$ cat src/rtl/dmem_port.sv
// rtl/dmem_port.sv - single-transaction data-memory port with req/ack handshake
// Optional timeout counter and sticky err flag: define DMEM_PORT_TIMEOUT_EN.
module dmem_port #(
  parameter int TO_CYC = 15
) (
  input  logic        clk,
  input  logic        reset,
  input  logic        start,
  input  logic        we,
  input  logic [15:0] addr,
  input  logic [15:0] wdata,
  output logic [15:0] ds,
  output logic        busy,
  output logic        done,
  output logic        err,
  output logic        m_req,
  output logic        m_we,
  output logic [15:0] m_addr,
  output logic [15:0] m_wdata,
  input  logic [15:0] m_rdata,
  input  logic        m_ack
);

  typedef enum logic [1:0] {IDLE, REQ, DONE} state_t;
  state_t state;

`ifdef DMEM_PORT_TIMEOUT_EN
  logic [7:0] cnt;
  logic       err_q;
  assign err = err_q;
`else
  assign err = 1'b0;
`endif

  always_ff @(posedge clk or posedge reset) begin
    if (reset) begin
      state   <= IDLE;
      m_req   <= 1'b0;
      m_we    <= 1'b0;
      m_addr  <= 16'h0000;
      m_wdata <= 16'h0000;
      ds      <= 16'h0000;
      busy    <= 1'b0;
      done    <= 1'b0;
`ifdef DMEM_PORT_TIMEOUT_EN
      cnt     <= 8'd0;
      err_q   <= 1'b0;
`endif
    end else begin
      case (state)
        IDLE: begin
          done <= 1'b0;
          if (start) begin
            state   <= REQ;
            m_req   <= 1'b1;
            busy    <= 1'b1;
            m_we    <= we;
            m_addr  <= addr;
            m_wdata <= wdata;
`ifdef DMEM_PORT_TIMEOUT_EN
            cnt     <= 8'd0;
            err_q   <= 1'b0;
`endif
          end
        end
        REQ: begin
          // An ack always beats a coinciding timeout.
          if (m_ack) begin
            state <= DONE;
            m_req <= 1'b0;
            done  <= 1'b1;
            if (!m_we) ds <= m_rdata;
          end
`ifdef DMEM_PORT_TIMEOUT_EN
          else if (cnt == 8'(TO_CYC - 1)) begin
            state <= DONE;
            m_req <= 1'b0;
            done  <= 1'b1;
            err_q <= 1'b1;
          end else begin
            cnt <= cnt + 8'd1;
          end
`endif
        end
        DONE: begin
          state <= IDLE;
          done  <= 1'b0;
          busy  <= 1'b0;
        end
        default: begin
          state <= IDLE;
          m_req <= 1'b0;
          busy  <= 1'b0;
          done  <= 1'b0;
        end
      endcase
    end
  end

endmodule

$ cat config.mk
export PLATFORM = sky130hd
export DESIGN_NAME = dmem_port
export DESIGN_NICKNAME = d
export VERILOG_FILES = /design/src/rtl/dmem_port.sv
export SDC_FILE = /design/constraint.sdc
export NUM_CORES = 1
export LEC_CHECK = 0
export CAP_MARGIN = 20
export CORE_ASPECT_RATIO = 1.2
export CORE_MARGIN = 4
export CORE_UTILIZATION = 40
export CTS_CLUSTER_SIZE = 24
export DETAILED_ROUTE_END_ITERATION = 12
export PLACE_DENSITY = 0.86
export SETUP_SLACK_MARGIN = 0.4
export SYNTH_ARGS = -nofsm -noshare
export SYNTH_HDL_FRONTEND = slang
export SYNTH_SLANG_ARGS = --single-unit
$ cat constraint.sdc
create_clock -name clk -period 1.9 [get_ports clk]
set_input_delay 0.38 -clock clk [delete_from_list [all_inputs] [get_ports clk]]
set_output_delay 0.38 -clock clk [all_outputs]
set_load 0.01 [all_outputs]
Word-level counts from Yosys, hierarchy flattened. Index checks and enable logic that the tools add are counted.

Equal/unequal tests: 4. Mux-type cells: 9. Bitwise operators: 3. Reduce and logical (&&, ||, !) cells: 6.

Operators with widths (number): AND reduction 2 bit (3); AND reduction 3 bit (2); 2-to-1 mux 1 bit (4); 2-to-1 mux 2 bit (2); inequality test 2 bit (second input constant) (2); one-hot mux 2 bit (2 select lines) (1); inverter 1 bit (3); one-hot mux 1 bit (3 select lines) (1); equality test 2 x 1 -> 1 bit (second input constant) (1); equality test 2 bit (second input constant) (1); zero test 2 bit (1); one-hot mux 1 bit (2 select lines) (1).

Flip-flop bits (word level): 54. Word-level logic and storage cells: 30.

Longest topological paths before layout.
Depth in word-level cells: 3. Mapped depth: 5. Gate-level depth less buffers: 3.

Worst setup path before layout. Ideal clock, no wire load.

Path type: flip-flop to flip-flop. From: register state[0]. To: register m_addr[0]. Library setup time: 0.125 ns. Data arrival time: 1.368 ns. Required time: 1.775 ns. Slack: 0.407 ns. Stages on the path, launching flop included: 6. Buffers on the path: 2. Clock period less this slack: 1.493 ns. Cell sequence: dfrtp_1 > nor2b_1 > and2b_2 > buf_2 > buf_6 > mux2_2.

Cells in the longest elaborated chain, start to end: 2.

Ends and longest elaborated chain: start: declaration (line 25) `state_t state;`; start signal: assignment (line 37) `state <= IDLE;`; start signal: assignment (line 54) `state <= REQ;`; start signal: assignment (line 69) `state <= DONE;`; zero test 2 bit (line 50) `case (state)`; AND reduction 2 bit (no line); end signal: assignment (line 58) `m_addr <= addr;`; end: declaration (line 18) `output logic [15:0] m_addr,`.

No other way between the ends. A chain may end at the register's enable or synchronous reset.

Worst setup path after layout.
From: register state[1]. To: register m_wdata[6].

Cells in the longest elaborated chain, start to end: 2.

Ends and longest elaborated chain: zero test 2 bit (line 50); AND reduction 2 bit (no line); end signal: assignment (line 59) `m_wdata <= wdata;`; end: declaration (line 19) `output logic [15:0] m_wdata,`.

No other way between the ends.

==> results by group <==
Floorplanning
  – Die ar.: around 6500 sq um
  – Core ar.: 5010 sq um
  – Starting density of the core: between 40% and 50%
  – Die width: 74.30 microns
  – I/O pin total: around 110
  – Die height: slightly below 90 microns
  – FP Rows: 28

Run
  – Max cap viols: 0

Placement
  – Hpwl dp: 3650 microns
  – Port bufs: about 100
  – Dpl cells: 290
  – Gpl congestion: about 0.75

Power and ir drop
  – Pwr Density: 1339 nW/um^2
  – Peak supply drop: ~0.74 mV
  – Static leakage: ~1.7 nW

Setup path
  – Setup Crit Path Kind: reg2reg
  – CP Data Required Time: approximately 2.1 ns
  – Setup crit start kind: flip-flop
  – Reg2Reg Setup Slack: about 0.40 ns
  – Critical path arrival: 1.68 ns
  – R2r worst-path depth: 4
  – CP Max Fanout: 6
  – Setup crit end kind: flip-flop

Timing
  – Final Critical Period: 1.495 ns
  – Clock skew: ~0.0099 ns
  – Hold WS: between 0.4 and 0.5 ns
  – Slew Viols, Final: 0
  – Fin crit share: between 70% and 80%
  – Setup violators final: 0
  – RSZ-0062 raised after global routing: yes
  – Setup TNS: 0 ns
  – Fin. Hold Viols: 0
  – FMAX: approximately 0.67 GHz

Route
  – Router iterations before antenna repair: 4
  – Number of remaining DRC errors: 0
  – DR vias: 1,458
  – Drt total wl: 5399 microns
  – ANT nets after route: 0
  – Post-DR wirelength/cell: around 18 microns
  – Detailed Route Iter0 Violations: 53
  – Via density: 4.796

GRT
  – Total congestion overflow: 0
  – GR Util All Layers: 15.18%
  – Vias in the first global route: about 1.6k
  – Largest net degree at the start of global routing: 31
  – First-pass GRT wire length: about 7400 microns
  – Initial antenna violation count: 0

Clock network
  – Clock Tree Root: clkbuf_8
  – H-tree depth: 2
  – Clock sink count: 54
  – Insertion delay to the later sink of the worst-skew pair: roughly 0.30 ns
  – CTS tree: done
  – Inserted Clock Buffers: 5
  – Clock buffer depth: 2
  – Worst-path clk slew: roughly 0.090 ns
  – Hold buffers post-CTS: 0

Synth
  – Synth Register Bits: 54
  – Yosys cell types: 17
  – Synthesized area: about 2100 sq um
  – Avg Synthesized Cell Area: 16.74 sq um
  – Synthesis warning total: 0
  – Share of the yosys chip area belonging to registers: 64.06%
  – Post-Syn Instances: 126
  – Syn_nets: about 180

Final layout
  – # fillers: between 300 and 400
  – Layout cells sized above 1: 30.74%
  – Multi-input logic area: ~800 sq um
  – Synth-to-Final Area Change: 68.39%
  – Register Area: 1353 sq um
  – # diodes: 0
  – Nets: slightly below 300
  – Fin cells: around 300

Outcome
  – Status: finished clean

Worst hold path
  – Min-delay worst type: in2async
-- worst paths after layout --
check	from	endpoint
max in group asynchronous	reset	state[0]
max	state[1]	m_wdata[6]
min in group clk	m_addr[0]	m_addr[0]
max reg2reg	state[1]	m_wdata[6]
min reg2reg	m_addr[0]	m_addr[0]
min	reset	ds[12]
-- routing by layer --
metal / part of all wire (%) / track usage (%) / wire, microns
met1: 38 / 16.34 / 2077
met2: 51 / 27.02 / 2762
met3: 8.4 / 3.904 / 453
met4: 2.0 / 7.929 / 106
met5: 0 / 0 / 0
-- area by class of cell --
type	instances	area share, %
well taps	60	2.113
inverters	3	0.4227
repair buffers	118	33.64
multi-input cells	62	22.58
clock inverters	1	0.8454
clock buffers	6	2.325
flip-flops and latches	54	38.08
-- sequential cells by signal, indices dropped and copies added (netlist names) --
name,count
m_addr,16
ds,16
m_wdata,16
m_req,1
m_we,1
busy,1
done,1
state,2
-- cell usage in the layout, fill, tap and decap left out --
master / n
conb_1: 1
a21oi_1: 2
bufinv_16: 1
clkbuf_8: 6
o22ai_1: 1
buf_4: 5
and2b_4: 1
mux2_4: 43
inv_1: 2
clkdlybuf4s50_1: 50
dlygate4sd2_1: 53
clkinvlp_4: 1
and3b_1: 1
dfrtp_1: 53
dfrtp_2: 1
clkbuf_16: 3
mux2_2: 6
buf_6: 2
buf_12: 2
buf_8: 1
nor2b_4: 2
nor3b_1: 1
buf_16: 1
nor2_1: 4
dlymetal6s2s_1: 1
-- critical path, stage by stage, from the launching register on --
cell and delay [ns]:
dfrtp_1 0.40, buf_6 0.13, and2b_4 0.36, clkbuf_16 0.20, mux2_4 0.30
-- logic make-up after synthesis --
family,Yosys count,synth area share [%]
AO/OA/AOI/OAI,3,0.7713
buffers and inverters,10,4.211
flip-flops,54,64.06
multiplexers,49,27.94
other,1,0.1778
AND/OR/NAND/NOR,9,2.847
-- metrics by stage --
step	setup WS [ns]	cell area, sq um	utilization, %	power (mW)
2_1_floorplan	0.4071	2113	-	2.805
3_3_place_gp	0.03752	3229	64.46	3.964
3_5_place_dp	0.02692	3229	64.46	4.025
4_1_cts	0.3885	3314	66.16	4.478
5_1_grt	0.3740	3552	70.90	5.033
6_report	0.4046	3552	70.90	4.756
-- report_power, final --
group / switching [mW] / internal, mW / leakage [nW] / total, mW
clock network: 0.350 / 0.422 / 0.0573 / 0.772
registers: 0.270 / 1.63 / 0.635 / 1.90
logic: 0.771 / 1.31 / 0.988 / 2.08
total: 1.39 / 3.36 / 1.68 / 4.76
-- repair_timing --
item | 4_1_cts | 5_1_grt
setup endpoints to repair | 81 | 39
hold endpoints to repair | 0 | 0
cloned | 1 | 4
resized for setup | 55 | 40
setup buffers | 1 | 1
-- Yosys cell counts --
cell type  count  area share, %
nor2b_4        1           0.65
buf_12         1           0.95
nor2b_1        1           0.30
buf_6          4            2.1
o22ai_1        1           0.30
nor2_1         4           0.71
mux2_2        39             21
and3b_1        1           0.42
buf_4          1           0.36
a21oi_1        2           0.47
inv_1          3           0.53
buf_2          1           0.24
nor3b_1        1           0.36
conb_1         1           0.18
mux2_4        10            7.1
and2b_2        1           0.42
dfrtp_1       54             64
Note: power is estimated with default switching activity, not from simulation.
==> RTL change, RTL diff (same settings) <==
Build with the macro `DMEM_PORT_TIMEOUT_EN` defined.
--- a/src/rtl/dmem_port.sv
+++ b/src/rtl/dmem_port.sv
@@ -1,5 +1,7 @@
 // rtl/dmem_port.sv - single-transaction data-memory port with req/ack handshake
 // Optional timeout counter and sticky err flag: define DMEM_PORT_TIMEOUT_EN.
+`define DMEM_PORT_TIMEOUT_EN
+
 module dmem_port #(
   parameter int TO_CYC = 15
 ) (
Formal check against the unedited RTL: no difference found for any inputs over 10 cycles, from zero or initial values and one cycle with reset high; that may be too few to reach the edited logic, so the function may still have changed.
==> RTL change against the original RTL <==
Global-route usage rose by 2.4 points. Routed wire length rose by 26%. Power rose by 17%. Sequential power rose by 17%. Critical path depth rose by 1. Final area rose by 16%. Area after synthesis rose by 24%. Sequential cell count rose by 9. Sequential share of layout area rose by 0.36 points. Worst setup slack got worse by 0.22 ns. Largest power group unchanged.
==> RTL change: results (changes against the original RTL) <==
worst skew pair latency=0.33 ns (+0.03 ns); synth unique cells=33 (+16); worst reg2reg setup slack=0.18 ns (-0.22 ns); Root Buffer=clkbuf_8; antenna cells=0 (unchanged); Port Buffers=105 (+0.96%); synthesized net count=306 (+71%); Synth Warn #=0 (unchanged); Post-DP HPWL=4610 µm (+26%); sequential area share after synthesis=0.605 (-0.0357); Critical Path Max Stage Delay=0.55 ns (+0.15 ns); first-pass GRT wire length=10500 µm (+42%); hold_ws=0.339 ns (-0.157 ns); Max transition margin=0.734; WP data arrival=1.96 ns (+0.28 ns); final wirelength=6830 µm (+26%); Clock Tree Buf Depth=2 (unchanged); Crit-path slowest cell=or4_1; Total Routing Usage GR=0.176 (+0.0244); main flop type after synthesis=dfrtp_1; outcome=finished clean; async set-or-reset flop fraction in the synthesized netlist=1.00 (unchanged); share of cells above drive strength 1=0.198 (-0.109); Clk pin slew, worst setup/hold paths=0.07 ns (-0.02 ns); Cell Int Power=0.00358 W (+6.3%); Worst Path Max Fanout=3 (-3); Commonest cells post-synth=nand2_1, dfrtp_1, mux2_2; Pleak=1.99 nW (+19%); H-tree levels=3 (+1); drt pass-1 iters=4 (unchanged); CTS buffer count=9 (+4); Hold/Removal Path Class=in2async; biggest regs=ds (16), m_addr (16), m_wdata (16); gpl congestion=0.773 (+2.4%); nets@finish=433 (+46%); largest net degree at the start of global routing=54 (+74%); clock skew=0.00426 ns (-0.00564 ns); VDD IR max=0.677 mV (-8.8%); vias post-DR=2198 (+51%); DRT iter0 DRCs=154 (+190%); initial antenna violation count=0 (unchanged); Area contributors post-synth=dfrtp_1, nand2_1, mux2_2, a21oi_1, inv_1
## RTL change: changes by cell type in the layout (fill, tap and decap cells not counted), moves of 4 or more
cell / unedited run / this run
buf_4: 5 / 15
dfrtp_1: 53 / 60
inv_1: 2 / 6
mux2_2: 6 / 13
mux2_4: 43 / 5
nand2_1: 0 / 106
## RTL change: final cells by class
class	instances	area, µm²
Multi-Input combinational cell	171	1040
Timing Repair Buffer	126	1190
Inverter	7	30.0
Clock buffer	10	128
Clock inverter	6	37.5
Sequential cell	63	1580
Fill cell	500	2060
Tap cell	82	103
## RTL change: worst max-delay path: cells and delay by family (launching register included)
| family | cells | cell delay [ns] |
|---|---|---|
| AND/OR/NAND/NOR | 3 | 0.99 |
| AO/OA/AOI/OAI | 1 | 0.15 |
| buffers and inverters | 1 | 0.13 |
| flip-flops | 1 | 0.37 |
## RTL change: timing repair
action,in CTS,in global routing
buffers inserted,13,1
gates resized for setup,63,10
pin swaps,10,4
hold buffers,0,0
hold endpoints to repair,0,0
setup endpoints to repair,78,25
gates cloned,0,0
## RTL change: metal layers
metal | wire (µm) | global-route usage | part of all wire
met5 | 0 | 0 | 0
met4 | 102 | 0.0512 | 0.015
met3 | 531 | 0.0696 | 0.078
met2 | 3420 | 0.281 | 0.50
met1 | 2770 | 0.222 | 0.41
## RTL change: final timing paths
kind,startpoint,end,depth (start not counted)
hold / removal,reset,ds[4],2
hold reg to reg,m_addr[3],m_addr[3],2
setup reg to reg,cnt[1],cnt[5],5
min in group clk,m_addr[3],m_addr[3],2
setup / recovery,cnt[1],cnt[5],5
max in group asynchronous,reset,cnt[5],3
## RTL change: kinds of logic (layout without fill, tap and decap cells)
kind of cell               Yosys count  count (layout)  share of synthesized area
AOI/OAI and AO/OA                   14              14                     0.0336
adders and majority gates            2               2                    0.00960
buffers and inverters               17             149                     0.0298
DFF                                 63              63                      0.605
muxes                               20              20                     0.0855
and+or+nand+nor                    135             135                      0.237
## RTL change: through the flow
stage	instances	setup slack, ns	area [µm²]
final	465	0.182	4110
after global routing	465	0.121	4110
after CTS	464	0.245	4060
after detailed placement	435	0.0333	3830
after global placement	435	0.0596	3830
after floorplan	251	0.326	2640
## RTL change: power groups by stage
stage,Combinational [W],Sequential [W],Clock [W]
finish,0.00236,0.00222,0.000982
global route,0.00258,0.00229,0.00109
CTS,0.00235,0.00222,0.00101
detailed placement,0.00259,0.00229,0
global placement,0.00252,0.00226,0
floorplan,0.000863,0.00251,0
